===== src/rtl/pcie_tx_arbiter.sv =====
// Purpose: per-TLP round-robin merge of PIO engine (req/ack) and inject streams onto the PCIe core TX port.
// Latency: grant 1 cycle after request; beat on pcie_tx1_* 1 cycle after acceptance when the skid is empty.
// Backpressure: 2-entry skid; source readies come from a registered not-full flag, no path from core tready.
module pcie_tx_arbiter #(
   parameter int C_DATA_WIDTH = 64,
   parameter int KEEP_WIDTH   = C_DATA_WIDTH / 8
) (
   input  logic                    pcie_clk,
   input  logic                    pcie_rst_n,
   // PIO engine
   input  logic                    pcie_tx_req,
   output logic                    pcie_tx_ack,
   output logic                    pcie_tx_tready,
   input  logic                    pcie_tx_tvalid,
   input  logic                    pcie_tx_tlast,
   input  logic [KEEP_WIDTH-1:0]   pcie_tx_tkeep,
   input  logic [C_DATA_WIDTH-1:0] pcie_tx_tdata,
   input  logic [3:0]              pcie_tx_tuser,
   // Ethernet inject stream
   output logic                    inj_tx_tready,
   input  logic                    inj_tx_tvalid,
   input  logic                    inj_tx_tlast,
   input  logic [KEEP_WIDTH-1:0]   inj_tx_tkeep,
   input  logic [C_DATA_WIDTH-1:0] inj_tx_tdata,
   input  logic [3:0]              inj_tx_tuser,
   // PCIe core TX
   input  logic                    pcie_tx1_tready,
   output logic                    pcie_tx1_tvalid,
   output logic                    pcie_tx1_tlast,
   output logic [KEEP_WIDTH-1:0]   pcie_tx1_tkeep,
   output logic [C_DATA_WIDTH-1:0] pcie_tx1_tdata,
   output logic [3:0]              pcie_tx1_tuser,
   // statistics
   output logic [31:0]             tx_app_cnt,
   output logic [31:0]             tx_inj_cnt
);

   typedef enum logic [1:0] {
      IDLE = 2'd0,
      APP  = 2'd1,
      INJ  = 2'd2
   } state_t;

   typedef struct packed {
      logic [C_DATA_WIDTH-1:0] data;
      logic [KEEP_WIDTH-1:0]   keep;
      logic [3:0]              user;
      logic                    last;
   } beat_t;

   state_t      state;
   logic        last_inj;      // last_grant: 1 = INJ, 0 = APP
   logic        not_full;
   logic        app_acc;
   logic        inj_acc;
   logic        push;
   logic        pop;
   beat_t       push_beat;
   beat_t       head;
   beat_t       skid [2];
   logic        wr_ptr;
   logic        rd_ptr;
   logic [1:0]  cnt;
   logic [1:0]  cnt_nxt;

   // Source readies depend only on registered state, never on the core's tready.
   assign pcie_tx_tready = (state == APP) && not_full;
   assign inj_tx_tready  = (state == INJ) && not_full;
   assign app_acc        = pcie_tx_tvalid && pcie_tx_tready;
   assign inj_acc        = inj_tx_tvalid && inj_tx_tready;
   assign push           = app_acc || inj_acc;
   assign pop            = (cnt != 2'd0) && pcie_tx1_tready;

   // Select the beat being written into the skid from the current owner.
   always_comb begin
      push_beat = '0;
      if (state == APP) begin
         push_beat.data = pcie_tx_tdata;
         push_beat.keep = pcie_tx_tkeep;
         push_beat.user = pcie_tx_tuser;
         push_beat.last = pcie_tx_tlast;
      end else begin
         push_beat.data = inj_tx_tdata;
         push_beat.keep = inj_tx_tkeep;
         push_beat.user = inj_tx_tuser;
         push_beat.last = inj_tx_tlast;
      end
   end

   // Arbitration FSM: ownership changes only in IDLE, released on an accepted tlast beat.
   always_ff @(posedge pcie_clk or negedge pcie_rst_n) begin
      if (!pcie_rst_n) begin
         state       <= IDLE;
         last_inj    <= 1'b1;
         pcie_tx_ack <= 1'b0;
      end else begin
         case (state)
            IDLE: begin
               if (pcie_tx_req && (!inj_tx_tvalid || last_inj)) begin
                  state       <= APP;
                  last_inj    <= 1'b0;
                  pcie_tx_ack <= 1'b1;
               end else if (inj_tx_tvalid) begin
                  state    <= INJ;
                  last_inj <= 1'b1;
               end
            end
            APP: begin
               // A dropped request mid-TLP is ignored; only tlast ends ownership.
               if (app_acc && pcie_tx_tlast) begin
                  state       <= IDLE;
                  pcie_tx_ack <= 1'b0;
               end
            end
            INJ: begin
               if (inj_acc && inj_tx_tlast) begin
                  state <= IDLE;
               end
            end
            default: begin
               state       <= IDLE;
               pcie_tx_ack <= 1'b0;
            end
         endcase
      end
   end

   assign cnt_nxt = cnt + 2'(push) - 2'(pop);

   // Two-entry skid: ring of two slots, registered occupancy and not-full flag.
   always_ff @(posedge pcie_clk or negedge pcie_rst_n) begin
      if (!pcie_rst_n) begin
         skid[0]  <= '0;
         skid[1]  <= '0;
         wr_ptr   <= 1'b0;
         rd_ptr   <= 1'b0;
         cnt      <= 2'd0;
         not_full <= 1'b1;
      end else begin
         if (push) begin
            skid[wr_ptr] <= push_beat;
            wr_ptr       <= ~wr_ptr;
         end
         if (pop) begin
            rd_ptr <= ~rd_ptr;
         end
         cnt      <= cnt_nxt;
         not_full <= (cnt_nxt != 2'd2);
      end
   end

   // The head slot only moves on a pop, so outputs hold while the core stalls.
   assign head            = skid[rd_ptr];
   assign pcie_tx1_tvalid = (cnt != 2'd0);
   assign pcie_tx1_tdata  = head.data;
   assign pcie_tx1_tkeep  = head.keep;
   assign pcie_tx1_tuser  = head.user;
   assign pcie_tx1_tlast  = head.last;

   // Per-source TLP counters, bumped when the tlast beat is taken from the source.
   always_ff @(posedge pcie_clk or negedge pcie_rst_n) begin
      if (!pcie_rst_n) begin
         tx_app_cnt <= 32'd0;
         tx_inj_cnt <= 32'd0;
      end else begin
         if (app_acc && pcie_tx_tlast) begin
            tx_app_cnt <= tx_app_cnt + 32'd1;
         end
         if (inj_acc && inj_tx_tlast) begin
            tx_inj_cnt <= tx_inj_cnt + 32'd1;
         end
      end
   end

endmodule


===== config.mk =====
export PLATFORM = sky130hd
export DESIGN_NAME = pcie_tx_arbiter
export DESIGN_NICKNAME = d
export VERILOG_FILES = /design/src/rtl/pcie_tx_arbiter.sv
export SDC_FILE = /design/constraint.sdc
export NUM_CORES = 1
export LEC_CHECK = 0
export BUFFER_PORTS_ARGS = -buffer_cell sky130_fd_sc_hd__buf_2
export CORE_MARGIN = 5
export CORE_UTILIZATION = 57
export DETAILED_ROUTE_END_ITERATION = 8
export GPL_TIMING_DRIVEN = 0
export PLACE_DENSITY = 0.88
export SETUP_SLACK_MARGIN = 0.1
export SYNTH_ARGS = -nofsm -noshare
export SYNTH_HDL_FRONTEND = slang
export SYNTH_SLANG_ARGS = --single-unit

===== constraint.sdc =====
create_clock -name pcie_clk -period 4.66 [get_ports pcie_clk]
set_input_delay 0.233 -clock pcie_clk [delete_from_list [all_inputs] [get_ports pcie_clk]]
set_output_delay 0.233 -clock pcie_clk [all_outputs]
set_load 0.03 [all_outputs]

==> results.md <==
- Placed cell area: about 0.013 mm²
- Dpl cells: about 1,500
- Syn nets: between 1,000 and 1,500
- Vias per cell: 5.60
- Post-synth ARST share: 100%
- Seq/Total Area, Yosys: between 50% and 60%
- Share of cells above drive strength 1: 36.7%
- Skew-Pair Late Insertion Delay: between 500 and 600 ps
- Mean area per synthesized cell: about 11 µm²
- GRT busiest layer: met2
- Via count: roughly 8,700
- Sw power: between 4 and 5 mW
- Setup-failing EPs final: 0
- RSZ-0062 raised after global routing: no
- Initial antenna violation count: 1
- Fin area: ~0.013 mm²
- Largest net degree at the start of global routing: ~120
- Critical-path maximum fanout: 10
- IO Pins: slightly above 300
- Nets: ~1,500
- Root Driver: clkbuf_16
- Resized cells post-CTS: 0
- Max Slew Vio Count: 0
- Die Ht: ~150 µm
- H-tree depth: 1
- Worst hold path type: in2reg
- Sw frac: 42.2%
- HPWL after detailed placement: around 21,000 µm
- VDD IR max: about 330 µV
- Seq pwr share: between 30% and 40%
- Core area: approximately 0.019 mm²
- Drt pass-1 iters: 4
- Max Cap Violations: 0
- WP data required: approximately 4400 ps
- Crit path DAT: approximately 2300 ps
- Post-Syn Area: 0.0107 mm²
- Final Non-Filler Cells: 1,561
- Post-synth top flop: dfrtp_1
- Wirelength, routed: roughly 30,000 µm
- F_max: ~390 MHz
- Initial DRC count: 436
- Average wire per cell in the routed design: ~19 µm
- Die width: 147 µm
- Tot GR Track Use: between 20% and 30%
- Die ar.: between 0.02 and 0.025 mm²
- Vias in the first global route: just over 9,000
- Layout Skew: approximately 11 ps
- Antenna cell count: 0
- Fillers: about 1,300
- P_int: roughly 5.5 mW
- CTS tree: built
- Combinational share of power: about 47%
- Setup CP Type: reg2out
- Synth unique cells: 45
- PD cells: a little over 700 mW/mm²
- Global-route wire length before repair: roughly 48,000 µm
- Synth Instances: 975
- Rows: 50
- P_leak: around 7.1 nW
- Final Hold Fails: 0
- Clock share of power: a little over a fifth
- Clk slew on worst S/H paths: 60 ps
- # DRC: 0
- CP Capture Type: output pin
- CTS sink cnt: between 200 and 250
- Yosys warns: 0
- Met3 Use GR: 5.83%
- Cts bufs inserted: 25
- Port-buffer cells: slightly above 300
- Grt met1 use: 33.9%
- Overall Power: around 9.5 mW
- RePlAce Congestion: 0.857
- Max_slew headroom: 39.2%
- Fin crit share: between 50 and 60%
- FF+latch count, synth: between 200 and 250
- Starting density of the core: roughly 58%
- Worst-Margin Slew: 913 ps
- Status: completed
- Total gr overflow: 0
- Startpoint types: flop
- EDFF count, synth: 0
- Min Tclk post-route: 2550 ps
- Final antenna-violating net count: 0
- Longest Clk Path Bufs: 3
- Synth-to-Final Area Change: 25.5%
- GRT met2 Usage: 47.3%
- Util after Layout: 72.3%
critical path, cell delays in order (launching register included):
cell	delay [ps]
dfrtp_1	320
clkbuf_1	270
buf_2	330
buf_2	320
mux2_2	380
buf_2	190
logic make-up (layout without fill, tap and decap cells):
logic type      Yosys count  count (layout)  share of synthesized area, %
compound gates          166             166                          8.05
xor+xnor                 67              67                          5.48
fa+ha+maj                 3               3                         0.351
buf+inv                  68             420                          3.83
flops                   227             227                          53.1
mux                     156             156                          15.5
simple gates            288             288                          13.7
cells in the mapped netlist, types with 7 or more instances:
| master | count | area share, % |
|---|---|---|
| dfrtp_1 | 225 | 53 |
| nand2_1 | 98 | 3.4 |
| nor2_1 | 87 | 3.1 |
| a21oi_1 | 80 | 3.7 |
| mux2_2 | 79 | 8.3 |
| mux2i_1 | 77 | 7.2 |
| o21ai_0 | 71 | 3.3 |
| xnor2_1 | 38 | 3.1 |
| xor2_1 | 29 | 2.4 |
| buf_4 | 22 | 1.5 |
| nand3_1 | 20 | 0.93 |
| buf_2 | 16 | 0.75 |
| nand4_1 | 15 | 0.88 |
| nor3_1 | 14 | 0.65 |
| clkbuf_1 | 13 | 0.46 |
| and4_1 | 12 | 0.98 |
| and3_1 | 11 | 0.64 |
| o21ai_1 | 9 | 0.42 |
| inv_1 | 8 | 0.28 |
| buf_6 | 7 | 0.74 |
registers in the layout (all words and copies together) (netlist names):
name,count
state,2
cnt,2
not_full,1
pcie_tx_ack,1
last_inj,1
wr_ptr,1
rd_ptr,1
tx_app_cnt,32
skid,154
tx_inj_cnt,32
path summary, 6_finish.rpt:
kind	cells after the start	endpoint	start	slack, ps
min	3	skid[31]	pcie_tx_tdata[18]	30
max reg2reg	5	tx_inj_cnt[26]	not_full	2610
max in group asynchronous	3	rd_ptr	pcie_rst_n	3230
min reg2reg	1	tx_app_cnt[31]	tx_app_cnt[31]	470
min in group asynchronous	2	skid[108]	pcie_rst_n	420
max	5	pcie_tx1_tdata[40]	rd_ptr	2110
layout make-up:
| type | instances | area, µm² | area share [%] |
|---|---|---|---|
| Timing Repair Buffer | 307 | 1580 | 11.8 |
| Tap cell | 234 | 293 | 2.18 |
| Clock inverter | 10 | 111 | 0.829 |
| Buffer | 60 | 380 | 2.83 |
| Clock buffer | 35 | 743 | 5.53 |
| Sequential cell | 227 | 5680 | 42.3 |
| Multi-Input combinational cell | 680 | 4610 | 34.3 |
| Inverter | 8 | 30.0 | 0.224 |
layout by cell type (no fill, tap or decap), types with 3 or more instances in the layout:
| cell | instances |
|---|---|
| a21oi_1 | 80 |
| and2_1 | 5 |
| and3_1 | 11 |
| and4_1 | 12 |
| buf_2 | 319 |
| buf_4 | 22 |
| buf_6 | 7 |
| clkbuf_1 | 15 |
| clkbuf_16 | 25 |
| clkbuf_8 | 8 |
| clkinv_2 | 4 |
| clkinvlp_4 | 3 |
| dfrtp_1 | 225 |
| ha_1 | 3 |
| inv_1 | 8 |
| mux2_2 | 79 |
| mux2i_1 | 77 |
| nand2_1 | 98 |
| nand3_1 | 20 |
| nand4_1 | 15 |
| nand4_4 | 3 |
| nor2_1 | 87 |
| nor3_1 | 14 |
| nor4_1 | 6 |
| o21ai_0 | 71 |
| o21ai_1 | 9 |
| xnor2_1 | 38 |
| xor2_1 | 29 |
metrics by stage:
stage                     worst slack [ps]  hold slack, ps  TNS, ps
after global placement                -420             424   -88880
final                                 2110            34.7        0
after detailed placement              2600             396        0
after CTS                             2050            17.0        0
after global routing                  1970            36.4        0
after floorplan                       2790           -62.6        0
timing repair:
item | in CTS | in global routing
hold buffers | 2 | 0
hold endpoints to repair | 121 | 0
buffers inserted | 0 | 0
setup endpoints to repair | 0 | 0
power groups by stage:
stage / clock (mW) / combinational [mW] / sequential, mW
6_report: 2.01 / 4.44 / 3.08
4_1_cts: 2.04 / 4.46 / 3.07
2_1_floorplan: 0 / 3.17 / 3.05
3_5_place_dp: 0 / 4.42 / 3.09
5_1_grt: 2.14 / 4.77 / 3.16
3_3_place_gp: 0 / 4.32 / 3.03
per-layer routing:
layer | routed length (µm) | share of wire, %
met2 | 15200 | 51
met1 | 11700 | 39
met3 | 2140 | 7.2
met5 | 13 | 0.044
met4 | 693 | 2.3
No activity file was read; power rests on OpenSTA's default activity.
